[src/rtl/parity_frame_pkg.sv]
// Shared types for the parity frame receiver.
// FSM state encoding and parity mode constants.
package parity_frame_pkg;

  typedef enum logic [1:0] {
    IDLE   = 2'd0,
    DATA   = 2'd1,
    PARITY = 2'd2,
    STOP   = 2'd3
  } state_t;

  localparam logic EVEN = 1'b0;
  localparam logic ODD  = 1'b1;

endpackage

[src/rtl/parity_calc.sv]
// Combinational parity check of an assembled frame.
// In: data, parity_bit, odd_mode. Out: error (1 = mismatch).
module parity_calc #(
  parameter int DATA_W = 4
) (
  input  logic [DATA_W-1:0] data,
  input  logic              parity_bit,
  input  logic              odd_mode,
  output logic              error
);

  assign error = (^{parity_bit, data}) ^ odd_mode;

endmodule

[src/rtl/parity_frame_rx_ctrl.sv]
// Serial parity frame receiver: start, DATA_W bits LSB first, parity, stop.
// Ports: bit_en/ser_in/odd_mode in; out_* valid/ready; flags, err_count, busy.
module parity_frame_rx_ctrl
  import parity_frame_pkg::*;
#(
  parameter int DATA_W    = 4,
  parameter int ERR_CNT_W = 8
) (
  input  logic                 clk,
  input  logic                 rst_n,
  input  logic                 bit_en,
  input  logic                 ser_in,
  input  logic                 odd_mode,
  output logic [DATA_W-1:0]    out_data,
  output logic                 out_valid,
  input  logic                 out_ready,
  output logic                 parity_err,
  output logic                 framing_err,
  output logic                 overrun,
  output logic [ERR_CNT_W-1:0] err_count,
  input  logic                 clr_count,
  output logic                 busy
);

  localparam int CNT_W = (DATA_W > 1) ? $clog2(DATA_W) : 1;
  localparam logic [CNT_W-1:0] LAST = CNT_W'(DATA_W - 1);

  state_t             r_state;
  logic [CNT_W-1:0]   r_cnt;
  logic [DATA_W-1:0]  r_shift;
  logic               r_odd;
  logic               r_par;
  logic               r_busy;

  logic [DATA_W-1:0]    r_data;
  logic                 r_valid;
  logic                 r_perr;
  logic                 r_ferr;
  logic                 r_ovr;
  logic [ERR_CNT_W-1:0] r_err;

  logic w_done;
  logic w_perr;
  logic w_ferr;
  logic w_load;
  logic w_drop;

  parity_calc #(
    .DATA_W(DATA_W)
  ) u_calc (
    .data      (r_shift),
    .parity_bit(r_par),
    .odd_mode  (r_odd),
    .error     (w_perr)
  );

  // The stop strobe itself completes the frame; stop value is live.
  assign w_done = bit_en && (r_state == STOP);
  assign w_ferr = ~ser_in;
  assign w_load = w_done && (!r_valid || out_ready);
  assign w_drop = w_done && r_valid && !out_ready;

  always_ff @(posedge clk or negedge rst_n) begin
    if (!rst_n) begin
      r_state <= IDLE;
      r_cnt   <= '0;
      r_shift <= '0;
      r_odd   <= EVEN;
      r_par   <= 1'b0;
      r_busy  <= 1'b0;
    end else if (bit_en) begin
      unique case (r_state)
        IDLE: begin
          if (!ser_in) begin
            r_state <= DATA;
            r_cnt   <= '0;
            r_odd   <= odd_mode;
            r_busy  <= 1'b1;
          end
        end
        DATA: begin
          // Shift right so the first bit ends up in bit 0.
          r_shift <= (r_shift >> 1)
                   | (DATA_W'(ser_in) << (DATA_W - 1));
          r_cnt   <= r_cnt + CNT_W'(1);
          if (r_cnt == LAST) r_state <= PARITY;
        end
        PARITY: begin
          r_par   <= ser_in;
          r_state <= STOP;
        end
        STOP: begin
          r_state <= IDLE;
          r_busy  <= 1'b0;
        end
        default: r_state <= IDLE;
      endcase
    end
  end

  always_ff @(posedge clk or negedge rst_n) begin
    if (!rst_n) begin
      r_data  <= '0;
      r_valid <= 1'b0;
      r_perr  <= 1'b0;
      r_ferr  <= 1'b0;
      r_ovr   <= 1'b0;
      r_err   <= '0;
    end else begin
      if (w_load) begin
        r_data  <= r_shift;
        r_perr  <= w_perr;
        r_ferr  <= w_ferr;
        r_valid <= 1'b1;
      end else if (r_valid && out_ready) begin
        r_valid <= 1'b0;
      end

      if (clr_count) begin
        r_ovr <= 1'b0;
        r_err <= '0;
      end else begin
        if (w_drop) r_ovr <= 1'b1;
        // Dropped frames still count; saturate at all-ones.
        if (w_done && (w_perr || w_ferr) && (r_err != '1))
          r_err <= r_err + ERR_CNT_W'(1);
      end
    end
  end

  assign out_data    = r_data;
  assign out_valid   = r_valid;
  assign parity_err  = r_perr;
  assign framing_err = r_ferr;
  assign overrun     = r_ovr;
  assign err_count   = r_err;
  assign busy        = r_busy;

endmodule

[config.mk]
export PLATFORM = sky130hd
export DESIGN_NAME = parity_frame_rx_ctrl
export DESIGN_NICKNAME = d
export VERILOG_FILES = /design/src/rtl/parity_frame_pkg.sv /design/src/rtl/parity_calc.sv /design/src/rtl/parity_frame_rx_ctrl.sv
export SDC_FILE = /design/constraint.sdc
export NUM_CORES = 1
export LEC_CHECK = 0
export BUFFER_PORTS_ARGS = -buffer_cell sky130_fd_sc_hd__buf_2
export CAP_MARGIN = 20
export CORE_MARGIN = 2
export CORE_UTILIZATION = 30
export CTS_BUF_LIST = sky130_fd_sc_hd__clkbuf_16
export DETAILED_ROUTE_END_ITERATION = 6
export GPL_TIMING_DRIVEN = 1
export PLACE_DENSITY = 0.48
export SETUP_SLACK_MARGIN = 0.2
export SLEW_MARGIN = 20
export SYNTH_ARGS = -nofsm -noshare
export SYNTH_HDL_FRONTEND = slang
export SYNTH_HIERARCHICAL = 1
export SYNTH_SLANG_ARGS = --single-unit
[constraint.sdc]
create_clock -name clk -period 5.4 [get_ports clk]
set_clock_uncertainty 0.15 [all_clocks]
set_input_delay 0.54 -clock clk [delete_from_list [all_inputs] [get_ports clk]]
set_output_delay 0.54 -clock clk [all_outputs]
set_load 0.01 [all_outputs]
; ---- Yosys cells after proc, flatten, opt, wreduce, memory -nomap -nowiden
; Index checks and enable logic that the tools add are counted.
[classes]
n_reduce_logical = 24
mux = 13
n_eq_ne = 7
bitwise_logic = 3
add_sub_neg = 2
[ops]
columns = operator, n
row1 = 8-bit two-way mux, 2
row2 = 3-bit AND reduction, 4
row3 = 2-bit nonzero test, 5
row4 = "8-bit by 1-bit adder with 8-bit output, second input constant", 1
row5 = "8-bit != test, second input constant", 1
row6 = 2-bit one-hot mux with 4 select lines, 1
row7 = 1-bit logical AND, 7
row8 = "2-bit equality test, second input constant", 3
row9 = 2-bit two-way mux, 3
row10 = 1-bit two-way mux, 5
row11 = 5-bit XOR reduction, 1
row12 = "2-bit != test, second input constant", 2
row13 = 3-bit by 4-bit OR with 4-bit output, 1
row14 = 2-bit one-hot mux with 2 select lines, 1
row15 = 2-bit AND reduction, 2
row16 = "2-bit by 1-bit adder with 2-bit output, second input constant", 1
row17 = "2-bit by 1-bit equality test with 1-bit output, second input constant", 1
row18 = 1-bit logical NOT, 2
row19 = 2-bit logical NOT, 1
row20 = 1-bit logical OR, 2
row21 = 1-bit one-hot mux with 2 select lines, 1
row22 = 1-bit NOT, 1
row23 = 1-bit XOR, 1
[totals]
out_inout_bits = 17
in_bits = 7
regBits = 27

; ---- Logic depth before layout (Yosys ltp)
[depth]
word_depth = 7
depth_mapped = 6
ltp_nobuf = 6

; ---- Modules after synthesis
; The synthesis kept the hierarchy.
[by_module_without_submodules]
columns = mod, area_per_inst_um2, cells_per_inst, instances
row1 = parity_frame_rx_ctrl, 1273.7, 112, 1
row2 = parity_calc, 56.3, 4, 1

; ---- Worst setup path before layout
; No wires, ideal clock.
[synth_timing]
path_type = register -> register
from = register r_shift[1]
to = register r_err[5], in the netlist err_count[5]
setup_slack_ns = 3.560
path_stages_with_launch = 6
t_arrival_ns = 1.612
required_time_ns = 5.172
setup_time_ns = 0.078
synth_period_minus_slack_ns = 1.840
cell_sequence = dfrtp_1 -> xnor2_1 -> xnor3_1 -> o221ai_2 -> or4_1 -> a21oi_1
[synth_via]
elab_chain_cells = 6
[synth_lines]
columns = element, line_no
row1 = start: declaration, parity_frame_rx_ctrl.sv:30  ; logic [DATA_W-1:0] r_shift;
row2 = start signal: assignment, parity_frame_rx_ctrl.sv:83  ; r_shift <= (r_shift >> 1)
row3 = 5-bit XOR reduction, parity_calc.sv:12  ; assign error = (^{parity_bit, data}) ^ odd_mode;
row4 = 1-bit XOR, parity_calc.sv:12
row5 = named net w_perr, parity_frame_rx_ctrl.sv:43  ; logic w_perr;
row6 = 1-bit logical OR, parity_frame_rx_ctrl.sv:125  ; if (w_done && (w_perr || w_ferr) && (r_err != '1))
row7 = 1-bit logical AND (2 in series), parity_frame_rx_ctrl.sv:125
row8 = 2-bit nonzero test (no source line), n/a
row9 = end signal: assignment, parity_frame_rx_ctrl.sv:126  ; r_err <= r_err + ERR_CNT_W'(1);
row10 = end: declaration, parity_frame_rx_ctrl.sv:40  ; logic [ERR_CNT_W-1:0] r_err;
; The timed path passes the listed nets, and every way through them passes these cells.
; A chain may end at the register's enable or synchronous reset.

; ---- Final worst setup path
; Ends and elaborated chain as after synthesis.

==> impl_metrics.toml <==
[die]
die_y_um = 70.6
dieArea_sq_mm = 0.00498
io_pins = 24
fp.coreArea_sq_mm = 0.00432
fp.dieW_um = 70.6
initial_core_util_pct = 30.8
rows = 24

[timing]
drv_slew = 0
max_slew_margin_pct = 58.2
setup_tns_ns = 0
fmax_mhz = 465
period_share_pct = 39.8
rsz0062_at_grt = "false"
setup_viol = 0
hold_violations = 0
period_needed_ns = 2.15
hold_ws_ns = 0.140
tightestPinTransition_ns = 0.626

[global_routing]
grt_pass1_vias = 941
grt_max_degree = 28
grtUsageTotal_pct = 11.4
grt_pass1_wl_mm = 4.54
antenna_found_initial = 0
gr-total-overflow = 0

[logic_synthesis]
yosys_register_bits = 27
yosys.area_share.adder_pct = 5.64
synthTopCellsByArea = "dfrtp_1 (51%), mux2_2 (9.3%), ha_1 (5.6%), a21oi_1 (3.4%), nand2_1 (3.4%)"
synthSimpleGateAreaFrac_pct = 13.0
netlist_area_sq_mm = 0.00133
syn_inst = 116
synth_cell_types = 32
synth_warnings = 6
synth_edf_count = 0
synth_nets = 129
synthFlopType = "dfrtp_1"
avgSynthCellArea_sq_um = 11.5
ys_seq_area_share_pct = 50.8
synthMuxAreaShare_pct = 10.8
synth.top_cell.area_share_pct = 50.8
synth_top_family_by_area = "simple AND/OR/NAND/NOR gates"
synthXorXnorAreaFrac_pct = 4.89
synth_compound_area_share_pct = 11.5
synth_area_leader_cell = "dfrtp_1"
ys_async_sr_fraction_pct = 100

[run]
cap_violations = 0

[critical_path]
crit_arrival_ns = 2.20
crit_fanout = 14
timing_worst_setup_path_type = "flop to flop"
cp-start-kind = "flop"
end_kind = "flop"
critPathTopFamily = "simple AND/OR/NAND/NOR gates"
critical-path-max-stage-delay_ns = 0.55
critical_path.cell_chain = "xnor2_1 -> xnor3_1 -> o221ai_2 -> or4_1 -> a21oi_1"
cpMaxStageDelayCell = "or4_1"
critPathBufInv = 0
crit_required_ns = 5.45

[route]
vias = 955
ant_nets = 0
drc = 0
avgViaCountPerCell = 4.97
drt_iter0_drc = 23
wl_per_cell_um = 13.6
firstDrtPassIters = 3
drt_wl_total_mm = 2.61

[power_and_ir_drop]
vdd_drop_max_mv = 0.177
cellPowerDensity_mw_per_mm2 = 524
power_uw = 821
leakage_uw = 0.000731

[clock_tree]
worst_skew_pair.late_latency_ns = 0.26
cts_max_level = 1
clkSinkCount = 27
cts_buffers = 3
cts_buffer_depth = 2
post_cts_buffers = 0
cts.clk_slew.worst_paths_ns = 0.07
cts_tree = "built"
cts-resized-gates = 0
holdBufCountCts = 0
root_buffer = "clkbuf_16"

[final_layout]
finish.utilization_pct = 36.2
fillers = 456
area_growth_pct = 17.8
drive_above_1_share_pct = 30.7
diodes = 0
fin_nets = 154

[status]
status = "finished, final reports clean"

[placed_design]
dpl.hpwl_mm = 1.86
place.gp.congestion = 0.693
io_buffers = 23

[hold_path]
hold_path.class = "input pin to asynchronous set/reset pin"
==> metal layers <==
metal | vias to the layer above | wire length (um) | global-route usage (%)
met5 | - | 0 | 0
met4 | 0 | 45 | 4.40
met3 | 4 | 96 | 2.42
met2 | 18 | 1180 | 17.7
met1 | 467 | 1290 | 15.6
li1 | 466 | - | -
==> synthesized netlist by cell type, drive strengths merged, types with 2 or more instances <==
master and number:
dfrtp 27, nand2 12, mux2 11, a21oi 9, ha 6, o21ai 6, inv 5, nand3 4
nor2 4, buf 3, o31ai 3, or3 3, or4 3, xnor2 3, mux2i 2, nand4 2
o221ai 2
==> path summary, 6_finish.rpt <==
check	cells past startpoint	slack, ns	to	start
min reg2reg	2	0.35	r_par$_DFFE_PN0P_	r_par$_DFFE_PN0P_
min in group clk	2	0.35	r_par$_DFFE_PN0P_	r_par$_DFFE_PN0P_
max reg2reg	5	3.25	err_count[5]$_DFFE_PN0P_	r_shift[1]$_DFFE_PN0P_
min	1	0.14	out_data[2]$_DFFE_PN0P_	rst_n
max	5	3.25	err_count[5]$_DFFE_PN0P_	r_shift[1]$_DFFE_PN0P_
max in group asynchronous	1	4.55	overrun$_DFFE_PN0P_	rst_n
==> cells in the final DEF (no fill, tap or decap), drive strengths merged, types with 4 or more instances in the layout <==
| cell type | synthesis | final |
|---|---|---|
| nand2 | 12 | 12 |
| nor2 | 4 | 4 |
| mux2 | 11 | 11 |
| a21oi | 9 | 9 |
| o21ai | 6 | 6 |
| ha | 6 | 6 |
| inv | 5 | 5 |
| nand3 | 4 | 4 |
| dfrtp | 27 | 27 |
| buf | 3 | 23 |
==> through the flow <==
stage | instances | cell area (sq um) | setup slack (ns)
after CTS | 192 | 1570 | 3.27
after global placement | 188 | 1480 | 3.36
after global routing | 192 | 1570 | 3.16
after detailed placement | 188 | 1480 | 3.30
final | 192 | 1570 | 3.25
after floorplan | 116 | 1330 | 3.56
==> state kept, by name, summed over array words and instances, names as in the netlist <==
register / flops
r_state: 2
r_par: 1
out_data: 4
r_odd: 1
parity_err: 1
framing_err: 1
err_count: 8
busy: 1
r_cnt: 2
overrun: 1
r_shift: 4
out_valid: 1
==> where the power goes <==
group	total, uW	switching, uW	internal [uW]	leakage [uW]
registers	328	55.1	273	0.000345
logic	319	148	171	0.000349
clock network	174	73.7	101	0.0000371
==> kinds of logic after synthesis <==
group	Yosys count
AO/OA/AOI/OAI	24
XOR/XNOR	5
adder cells (fa/ha/maj)	6
buffers and inverters	8
flip-flops	27
multiplexers	13
AND/OR/NAND/NOR	33
==> cell type report <==
type	instances	area (sq um)	share of cell area, %
Clock buffer	3	75.1	4.79
Sequential cell	27	676	43.1
Multi-Input combinational cell	81	609	38.9
Tap cell	52	65.1	4.15
Clock inverter	1	7.51	0.479
Inverter	5	18.8	1.20
Timing Repair Buffer	23	115	7.35
(Power assumes the default switching activity.)
